`src/rtl/hssl_link_ctrl.sv`:
```
// Bring-up / recovery sequencer for the HSSL transceiver channel: GT resets, alignment, handshake, tx gating.
// Optional link statistics (up/loss counters) are compiled in with `define HSSL_LINK_CTRL_STATS_EN.
module hssl_link_ctrl #(
    parameter int RST_HOLD_CYC     = 64,
    parameter int DONE_TIMEOUT     = 65536,
    parameter int ALIGN_STABLE_CYC = 16,
    parameter int ALIGN_TIMEOUT    = 4096,
    parameter int HSHAKE_TIMEOUT   = 65536,
    parameter int LOSS_CYC         = 8,
    parameter int MAX_RETRY        = 7,
    parameter int DW               = 32
) (
    input  logic          clk,
    input  logic          resetn,
    input  logic          enable_in,
    input  logic          gt_tx_done_in,
    input  logic          gt_rx_done_in,
    input  logic          gt_aligned_in,
    input  logic          hshake_ok_in,
    output logic          gt_reset_all_out,
    output logic          gt_rx_reset_out,
    output logic          link_up_out,
    output logic          fail_out,
    output logic [2:0]    retry_cnt_out,
    output logic [2:0]    state_out,
    input  logic [DW-1:0] tx_data_in,
    input  logic          tx_vld_in,
    output logic          tx_rdy_out,
    output logic [DW-1:0] tx_data_out,
    output logic          tx_vld_out,
    input  logic          tx_rdy_in
`ifdef HSSL_LINK_CTRL_STATS_EN
    ,
    input  logic          stats_clr_in,
    output logic [15:0]   up_cnt_out,
    output logic [15:0]   loss_cnt_out
`endif
);

    typedef enum logic [2:0] {
        IDLE        = 3'd0,
        RST_ALL     = 3'd1,
        WAIT_DONE   = 3'd2,
        WAIT_ALIGN  = 3'd3,
        WAIT_HSHAKE = 3'd4,
        LINK_UP     = 3'd5,
        RX_RST      = 3'd6,
        FAIL        = 3'd7
    } state_e;

    function automatic int max2(input int a, input int b);
        return (a > b) ? a : b;
    endfunction

    // One shared per-state timer covers every hold and timeout limit.
    localparam int TMR_MAX = max2(max2(RST_HOLD_CYC, DONE_TIMEOUT), max2(ALIGN_TIMEOUT, HSHAKE_TIMEOUT));
    localparam int TMR_W   = $clog2(TMR_MAX) + 1;
    localparam int STAB_W  = $clog2(ALIGN_STABLE_CYC) + 1;
    localparam int LOSS_W  = $clog2(LOSS_CYC) + 1;

    localparam logic [TMR_W-1:0]  RST_LAST    = TMR_W'(RST_HOLD_CYC - 1);
    localparam logic [TMR_W-1:0]  DONE_LAST   = TMR_W'(DONE_TIMEOUT - 1);
    localparam logic [TMR_W-1:0]  ALIGN_LAST  = TMR_W'(ALIGN_TIMEOUT - 1);
    localparam logic [TMR_W-1:0]  HSHAKE_LAST = TMR_W'(HSHAKE_TIMEOUT - 1);
    localparam logic [STAB_W-1:0] STAB_LAST   = STAB_W'(ALIGN_STABLE_CYC - 1);
    localparam logic [LOSS_W-1:0] LOSS_LAST   = LOSS_W'(LOSS_CYC - 1);
    localparam logic [2:0]        RETRY_MAX   = 3'(MAX_RETRY);

    state_e              state_q, state_d;
    logic [TMR_W-1:0]    tmr_q, tmr_d;
    logic [STAB_W-1:0]   stab_q, stab_d;
    logic [LOSS_W-1:0]   loss_q, loss_d;
    logic [2:0]          retry_cnt_q, retry_cnt_d;
    logic                gt_reset_all_q, gt_reset_all_d;
    logic                gt_rx_reset_q, gt_rx_reset_d;
    logic                link_up_q, link_up_d;
    logic                fail_q, fail_d;
    logic                retry_req, rx_retry_req, loss_bad, state_chg;

    // NOTE: every always_comb output gets a default first so no path can infer a latch.
    always_comb begin
        state_d      = state_q;
        retry_cnt_d  = retry_cnt_q;
        retry_req    = 1'b0;
        rx_retry_req = 1'b0;
        loss_bad     = (state_q == LINK_UP) ? (!gt_aligned_in || !hshake_ok_in) : !gt_aligned_in;

        if (!enable_in) begin
            state_d = IDLE;
        end else begin
            // Success conditions are tested before timeouts so they win a tie.
            case (state_q)
                IDLE: begin
                    state_d     = RST_ALL;
                    retry_cnt_d = '0;
                end
                RST_ALL: begin
                    if (tmr_q == RST_LAST) state_d = WAIT_DONE;
                end
                WAIT_DONE: begin
                    if (gt_tx_done_in && gt_rx_done_in) state_d = WAIT_ALIGN;
                    else if (tmr_q == DONE_LAST)        retry_req = 1'b1;
                end
                WAIT_ALIGN: begin
                    if (gt_aligned_in && stab_q == STAB_LAST) state_d = WAIT_HSHAKE;
                    else if (tmr_q == ALIGN_LAST)             rx_retry_req = 1'b1;
                end
                WAIT_HSHAKE: begin
                    if (hshake_ok_in) begin
                        state_d     = LINK_UP;
                        retry_cnt_d = '0;
                    end else if (loss_bad && loss_q == LOSS_LAST) begin
                        rx_retry_req = 1'b1;
                    end else if (tmr_q == HSHAKE_LAST) begin
                        retry_req = 1'b1;
                    end
                end
                LINK_UP: begin
                    if (loss_bad && loss_q == LOSS_LAST) rx_retry_req = 1'b1;
                end
                RX_RST: begin
                    if (tmr_q == RST_LAST) state_d = WAIT_DONE;
                end
                FAIL: begin
                    state_d = FAIL;
                end
                default: begin
                    state_d = IDLE;
                end
            endcase

            if (retry_req || rx_retry_req) begin
                if (retry_cnt_q == RETRY_MAX) begin
                    state_d = FAIL;
                end else begin
                    retry_cnt_d = retry_cnt_q + 3'd1;
                    state_d     = retry_req ? RST_ALL : RX_RST;
                end
            end
        end

        state_chg = (state_d != state_q);
        tmr_d     = state_chg ? '0 : ((&tmr_q) ? tmr_q : tmr_q + 1'b1);
        stab_d    = (state_chg || !gt_aligned_in) ? '0 : ((&stab_q) ? stab_q : stab_q + 1'b1);
        loss_d    = (state_chg || !loss_bad) ? '0 : ((&loss_q) ? loss_q : loss_q + 1'b1);

        // Outputs are decoded from the next state so they line up with state_out.
        gt_reset_all_d = (state_d == IDLE) || (state_d == RST_ALL) || (state_d == FAIL);
        gt_rx_reset_d  = (state_d == RX_RST);
        link_up_d      = (state_d == LINK_UP);
        fail_d         = (state_d == FAIL);
    end

    always_ff @(posedge clk) begin
        if (!resetn) begin
            state_q        <= IDLE;
            tmr_q          <= '0;
            stab_q         <= '0;
            loss_q         <= '0;
            retry_cnt_q    <= '0;
            gt_reset_all_q <= 1'b1;
            gt_rx_reset_q  <= 1'b0;
            link_up_q      <= 1'b0;
            fail_q         <= 1'b0;
        end else begin
            state_q        <= state_d;
            tmr_q          <= tmr_d;
            stab_q         <= stab_d;
            loss_q         <= loss_d;
            retry_cnt_q    <= retry_cnt_d;
            gt_reset_all_q <= gt_reset_all_d;
            gt_rx_reset_q  <= gt_rx_reset_d;
            link_up_q      <= link_up_d;
            fail_q         <= fail_d;
        end
    end

    assign gt_reset_all_out = gt_reset_all_q;
    assign gt_rx_reset_out  = gt_rx_reset_q;
    assign link_up_out      = link_up_q;
    assign fail_out         = fail_q;
    assign retry_cnt_out    = retry_cnt_q;
    assign state_out        = state_q;

    // Closed gate stalls upstream, so an unsent beat is simply held until the link returns.
    assign tx_vld_out  = link_up_q & tx_vld_in;
    assign tx_rdy_out  = link_up_q & tx_rdy_in;
    assign tx_data_out = tx_data_in;

`ifdef HSSL_LINK_CTRL_STATS_EN
    logic [15:0] up_cnt_q, up_cnt_d;
    logic [15:0] loss_cnt_q, loss_cnt_d;

    always_comb begin
        up_cnt_d   = up_cnt_q;
        loss_cnt_d = loss_cnt_q;
        if (stats_clr_in) begin
            up_cnt_d   = '0;
            loss_cnt_d = '0;
        end else begin
            if (state_d == LINK_UP && state_q != LINK_UP && up_cnt_q != 16'hFFFF)
                up_cnt_d = up_cnt_q + 16'd1;
            if (state_q == LINK_UP && state_d == RX_RST && loss_cnt_q != 16'hFFFF)
                loss_cnt_d = loss_cnt_q + 16'd1;
        end
    end

    always_ff @(posedge clk) begin
        if (!resetn) begin
            up_cnt_q   <= '0;
            loss_cnt_q <= '0;
        end else begin
            up_cnt_q   <= up_cnt_d;
            loss_cnt_q <= loss_cnt_d;
        end
    end

    assign up_cnt_out   = up_cnt_q;
    assign loss_cnt_out = loss_cnt_q;
`endif

endmodule

```
`config.mk`:
```
export PLATFORM = sky130hd
export DESIGN_NAME = hssl_link_ctrl
export DESIGN_NICKNAME = d
export VERILOG_FILES = /design/src/rtl/hssl_link_ctrl.sv
export SDC_FILE = /design/constraint.sdc
export NUM_CORES = 1
export LEC_CHECK = 0
export BUFFER_PORTS_ARGS = -buffer_cell sky130_fd_sc_hd__buf_2
export CORE_MARGIN = 2
export CORE_UTILIZATION = 40
export DETAILED_ROUTE_END_ITERATION = 7
export HOLD_SLACK_MARGIN = 0.08
export PLACE_DENSITY = 0.75
export RECOVER_POWER = 100
export SLEW_MARGIN = 5
export SYNTH_ARGS = -nofsm -noshare
export SYNTH_HDL_FRONTEND = slang
export SYNTH_SLANG_ARGS = --single-unit
```
`constraint.sdc`:
```
create_clock -name clk -period 2.8 [get_ports clk]
set_clock_uncertainty 0.05 [all_clocks]
set_input_delay 0.28 -clock clk [delete_from_list [all_inputs] [get_ports clk]]
set_output_delay 0.28 -clock clk [all_outputs]
set_load 0.01 [all_outputs]
```
=== Word level (Yosys, flattened, before mapping) ===
Index checks and enable logic that the tools add are counted.

* Register bits after elaboration: 36
* Input bits: 41
* Output and inout bits: 44
* Logic and storage cells: 81

* Add/sub/neg operators: 4
* Eq/ne operators: 18
* Muxes and demuxes: 26
* Bitwise gates (word level): 3
* Reductions and logical operators: 21

{| class="wikitable"
|+ Operator list
! operator !! count
|-
| $mux W3 || 11
|-
| $eq A3 B3 Y1 const B || 8
|-
| $pmux W3 S6 || 1
|-
| $add A17 B1 Y17 const B || 1
|-
| $eq A17 B12 Y1 const B || 1
|-
| $eq A17 B16 Y1 const B || 1
|-
| $eq A17 B6 Y1 const B || 1
|-
| $reduce_and A17 Y1 || 1
|-
| $mux W1 || 11
|-
| $reduce_or A2 Y1 || 4
|-
| $eq A3 B1 Y1 const B || 2
|-
| $eq A3 B2 Y1 const B || 2
|-
| $logic_not A3 Y1 || 2
|-
| $logic_or A1 B1 Y1 || 6
|-
| $pmux W3 S2 || 1
|-
| $add A5 B1 Y5 const B || 1
|-
| $eq A5 B4 Y1 const B || 1
|-
| $reduce_and A5 Y1 || 1
|-
| $add A4 B1 Y4 const B || 1
|-
| $eq A4 B3 Y1 const B || 1
|-
| $reduce_and A4 Y1 || 1
|-
| $add A3 B1 Y3 const B || 1
|-
| $logic_and A1 B1 Y1 || 3
|-
| $logic_not A1 Y1 || 3
|-
| other kinds (5) || 6
|}

=== Longest topological paths before layout ===
* Word-level depth: 15
* Gate-level depth with buffers: 13
* Depth with buffers taken out: 11

=== Worst setup path after synthesis ===
No wires, ideal clock.

* Path type: flip-flop to flip-flop
* Start point: reg tmr_q[9]
* End point: reg loss_q[0]
* Library setup time: 0.073 ns
* Arrival: 2.815 ns
* Required time: 2.677 ns
* Slack: -0.138 ns
* Stages on the path, launching flop included: 14
* Path buffers: 2
* Clock period less this slack: 2.938 ns
* Path through: dfxtp_1 -> and4_1 -> and3_1 -> and4_1 -> and4_1 -> ha_1 -> nand2b_1 -> or3_1 -> a21oi_1 -> a211o_1 -> or4_1 -> buf_6 -> buf_6 -> nor3_2

* Longest elaborated chain between the ends: 13
* Elaborated cells on any way between the ends: 23
* Those cells by class: eq/ne: 4; mux: 16; reduce/logical: 3

{| class="wikitable"
|+ Ends and longest elaborated chain
! what !! line !! source
|-
| start, declared || 70 || <nowiki>logic [TMR_W-1:0] tmr_q, tmr_d;</nowiki>
|-
| start signal, assigned || 167 || <nowiki>tmr_q <= tmr_d;</nowiki>
|-
| $eq A17 B16 Y1 || 102, 114 ||
|-
| $mux W1 || 102, 114 ||
|-
| $mux W1 || 112 || <nowiki>end else if (loss_bad && loss_q == LOSS_LAST) begin</nowiki>
|-
| $mux W1 || 109 || <nowiki>if (hshake_ok_in) begin</nowiki>
|-
| $pmux W1 S2 || 92 || <nowiki>case (state_q)</nowiki>
|-
| $mux W1 || 88 || <nowiki>if (!enable_in) begin</nowiki>
|-
| $mux W3 || 137 || <nowiki>state_d = retry_req ? RST_ALL : RX_RST;</nowiki>
|-
| $mux W3 || 133 || <nowiki>if (retry_cnt_q == RETRY_MAX) begin</nowiki>
|-
| $mux W3 (*) || 132 || <nowiki>if (retry_req || rx_retry_req) begin</nowiki>
|-
| $mux W3 (*) || 88 ||
|-
| $ne A3 B3 Y1 (*) || 142 || <nowiki>state_chg = (state_d != state_q);</nowiki>
|-
| $logic_or A1 B1 Y1 (*) || 145 || <nowiki>loss_d = (state_chg || !loss_bad) ? '0 : ((&loss_q) ? loss_q : loss_q + 1'b1);</nowiki>
|-
| $reduce_or A2 Y1 (no source line) (*) || - ||
|-
| end signal, assigned || 169 || <nowiki>loss_q <= loss_d;</nowiki>
|-
| end, declared || 72 || <nowiki>logic [LOSS_W-1:0] loss_q, loss_d;</nowiki>
|}

Every way passes the cells marked *; elsewhere a longest branch is shown, timed or not. The select of a mux whose other input is x is not followed.
A chain may end at the register's enable or synchronous reset.

=== Worst setup path in the final report ===
* Start point: reg tmr_q[9]
* End point: reg loss_q[2]

Same word-level chain as after synthesis.

==> insert_results.sql <==
INSERT INTO impl_metrics (metric_group, metric, value, unit) VALUES
('outcome', 'result_of_the_run', 'finished with violations', ''),
('outcome', 'failed_checks', 'setup timing', ''),
('run', 'cap_viol_max_count', '0', ''),
('routing', 'postRouteWirelength', '4.86', 'mm'),
('cts', 'cts.sink_count', '36', ''),
('sta', 'final.setup.worst_slack', '-0.0148', 'ns'),
('cts', 'clock_buffers_created_by_tritoncts', '5', ''),
('routing', 'via_per_inst', '5.38', ''),
('power', 'power.ir.vdd_worst', '250', 'µV'),
('sta', 'final_period_minus_worst_setup_slack', '2.81', 'ns'),
('die', 'die_w', '81.7', 'µm'),
('cts', 'cts_htree_levels', '2', ''),
('cts', 'worstSkewPairLatency', '0.30', 'ns'),
('global_routing', 'grt_util_all_layers', '0.153', ''),
('power', 'power-per-cell-area', '361', 'mW/mm²'),
('finish', 'nFillCells', '578', ''),
('sta', 'grt_setup_unrepaired', 'yes', ''),
('power', 'total_power', '966', 'µW'),
('finish', 'drive_above_1_share', '0.315', ''),
('worst_setup_path', 'crit_chain', 'and4_4 -> and3_4 -> and4_1 -> and4_4 -> ha_4 -> nand2b_4 -> or3_4 -> a21oi_2 -> a211o_1 -> or4_4 -> buf_12 -> nor4b_4', ''),
('routing', 'antenna_violating_nets_post_route', '0', ''),
('sta', 'slew_limit_fails', '0', ''),
('yosys', 'syn_inst', '261', ''),
('global_routing', 'overflow', '0', ''),
('worst_setup_path', 'critPathCaptureType', 'flip-flop', ''),
('routing', 'route.detailed.wl_per_inst', '14.1', 'µm'),
('worst_setup_path', 'worst-endpoint-arrival', '2.98', 'ns'),
('yosys', 'synth_warnings', '0', ''),
('die', 'die-height', '81.7', 'µm'),
('yosys', 'synthesis.nets', '311', ''),
('die', 'coreArea', '0.00589', 'mm²'),
('worst_setup_path', 'timing.critical_path.slowest_cell_delay', '0.58', 'ns'),
('worst_setup_path', 'required', '2.97', 'ns'),
('worst_setup_path', 'largest_fanout_on_the_critical_path', '7', ''),
('sta', 'worst_hold_slack', '0.233', 'ns'),
('routing', 'first_drt_pass_iteration_count', '4', ''),
('cts', 'cts-root-to-sink-buffers', '2', ''),
('worst_setup_path', 'worstSetupStartpoint', 'tmr_q[9]', ''),
('sta', 'report.final.hold_viol_count', '0', ''),
('yosys', 'post_synth_edffs', '0', ''),
('placement', 'buffer_ports.inserted', '20', ''),
('finish', 'n_antenna_cell', '0', ''),
('finish', 'num-nets-final', '319', ''),
('routing', 'drcViolationCount', '0', ''),
('hold_path', 'timing.hold.worst.start', 'resetn', ''),
('global_routing', 'grt_start_max_net_pins', '27', ''),
('sta', 'max_freq', '355', 'MHz'),
('die', 'die-area', '0.00668', 'mm²'),
('yosys', 'syn-mean-instance-area', '9.26', 'µm²'),
('placement', 'hpwlAfterDp', '3.30', 'mm'),
('cts', 'cts_root_buf', 'sky130_fd_sc_hd__clkbuf_8', ''),
('finish', 'layout.cells.most_common', 'sky130_fd_sc_hd__dfxtp_1', ''),
('worst_setup_path', 'critPathLaunchType', 'flip-flop', ''),
('global_routing', 'initial_antenna_violation_count', '0', ''),
('global_routing', 'grt_pass1_wl', '7.96', 'mm'),
('die', 'floorplan.initialDensity', '0.411', ''),
('placement', 'gp_congestion', '0.900', ''),
('power', 'power.share.sequential', '0.537', ''),
('power', 'p_int', '723', 'µW'),
('power', 'sw_frac_of_total', '0.252', ''),
('sta', 'timing.slew.headroom', '0.503', ''),
('worst_setup_path', 'worst-setup-path-type', 'flip-flop to flip-flop', ''),
('die', 'fp-row-count', '28', ''),
('worst_setup_path', 'r2r-start', 'tmr_q[9]', ''),
('finish', 'most-common-layout-cells', '34 x sky130_fd_sc_hd__dfxtp_1, 21 x sky130_fd_sc_hd__nor3_2, 20 x sky130_fd_sc_hd__nand2_1', ''),
('worst_setup_path', 'cpMaxStageDelayCell', 'sky130_fd_sc_hd__or4_4', ''),
('die', 'boundaryPins', '85', ''),
('cts', 'tritoncts_clock_tree', 'done', ''),
('sta', 'setup_viol', '1', ''),
('power', 'power.clock.fraction', '0.386', ''),
('power', 'power.leakage', '0.000994', 'µW');
[worst max-delay path: cells and delay by family, from the launching register on]
family / cells / cell delay, ns
fa+ha+maj: 1 / 0.17
buf+inv: 1 / 0.19
compound gates: 2 / 0.27
flops: 1 / 0.32
simple gates: 8 / 1.72
[cells in the mapped netlist, drive strengths merged (2+ instances only)]
cell type  count  area (µm²)
buf           41         309
dfxtp         36         721
nor3          25         236
nand2         20        75.1
nand3         11        55.1
xor2          10        87.6
ha             9         113
xnor2          9        78.8
nor2           8        30.0
and2           7        43.8
and3           7        43.8
and4           6        52.6
mux2i          6        60.1
inv            5        18.8
nand2b         5        31.3
o211ai         4        30.0
o21ai          4        31.3
nand3b         3        22.5
nor2b          3        18.8
nor4b          3        45.0
a211oi         2        20.0
a21boi         2        15.0
a21oi          2        10.0
a31oi          2        12.5
and3b          2        17.5
nand4          2        12.5
nand4b         2        17.5
or2            2        12.5
or2b           2        15.0
or3            2        12.5
[state kept, by name, indices dropped and copies added (netlist names)]
register and count:
fail_out 1, gt_reset_all_out 1, gt_rx_reset_out 1, link_up_out 1
loss_q 4, retry_cnt_out 3, stab_q 5, state_out 3
tmr_q 17
[area by class of cell]
type | count | area (µm²) | area share
multi-input cells | 178 | 1430 | 0.535
flip-flops and latches | 36 | 723 | 0.270
repair buffers | 43 | 319 | 0.119
well taps | 75 | 93.8 | 0.0351
clock buffers | 5 | 68.8 | 0.0257
clock inverters | 3 | 18.8 | 0.00702
inverters | 5 | 18.8 | 0.00702
[worst paths after layout]
path	to	cells past startpoint	slack (ns)
worst max-delay path	loss_q[2]	12	-0.01
worst min-delay path	retry_cnt_out[0]	2	0.23
worst max register to register	loss_q[2]	12	-0.01
worst min register to register	retry_cnt_out[2]	2	0.49
[kinds of logic after synthesis]
family / Yosys count / synth area share
adders and majority gates: 9 / 0.0466
muxes: 7 / 0.0295
xor gates and xnor gates: 19 / 0.0689
and+or+nand+nor: 115 / 0.326
buffers and inverters: 47 / 0.137
AOI/OAI and AO/OA: 28 / 0.0932
DFF: 36 / 0.298
[power by group through the flow]
stage | sequential, µW | clock (µW) | combinational [µW]
4_1_cts | 519 | 381 | 75.7
2_1_floorplan | 531 | 0 | 88.3
3_5_place_dp | 531 | 0 | 59.2
5_1_grt | 519 | 408 | 79.7
3_3_place_gp | 530 | 0 | 58.1
6_report | 519 | 373 | 73.8
[per-stage QoR]
stage / setup slack [ns] / setup TNS, ns / std cells / area (µm²) / utilization
final: -0.0148 / -0.0148 / 345 / 2670 / 0.454
after global routing: -0.0904 / -0.372 / 345 / 2670 / 0.454
after CTS: -0.0951 / -1.69 / 344 / 2650 / 0.450
after detailed placement: -0.129 / -0.391 / 333 / 2480 / 0.422
after global placement: -0.0372 / -0.0734 / 333 / 2480 / 0.422
after floorplan: 0.0230 / 0 / 261 / 2440 / -
[routing by layer]
metal	GRT usage	wire, µm	vias to the layer above	share of wire
met5	0	0	-	0
li1	-	-	918	-
met4	0.0633	70	0	0.014
met2	0.238	2330	44	0.48
met1	0.199	2160	885	0.45
met3	0.0429	293	10	0.060
[repair_timing]
| item | CTS | global route |
|---|---|---|
| setup endpoints to repair | 25 | 26 |
| buffers inserted | 1 | 1 |
| resized for setup | 2 | 11 |
| pin swaps | 8 | 2 |
| gates cloned | 2 | 0 |
Note: power is estimated with default switching activity, not from simulation.
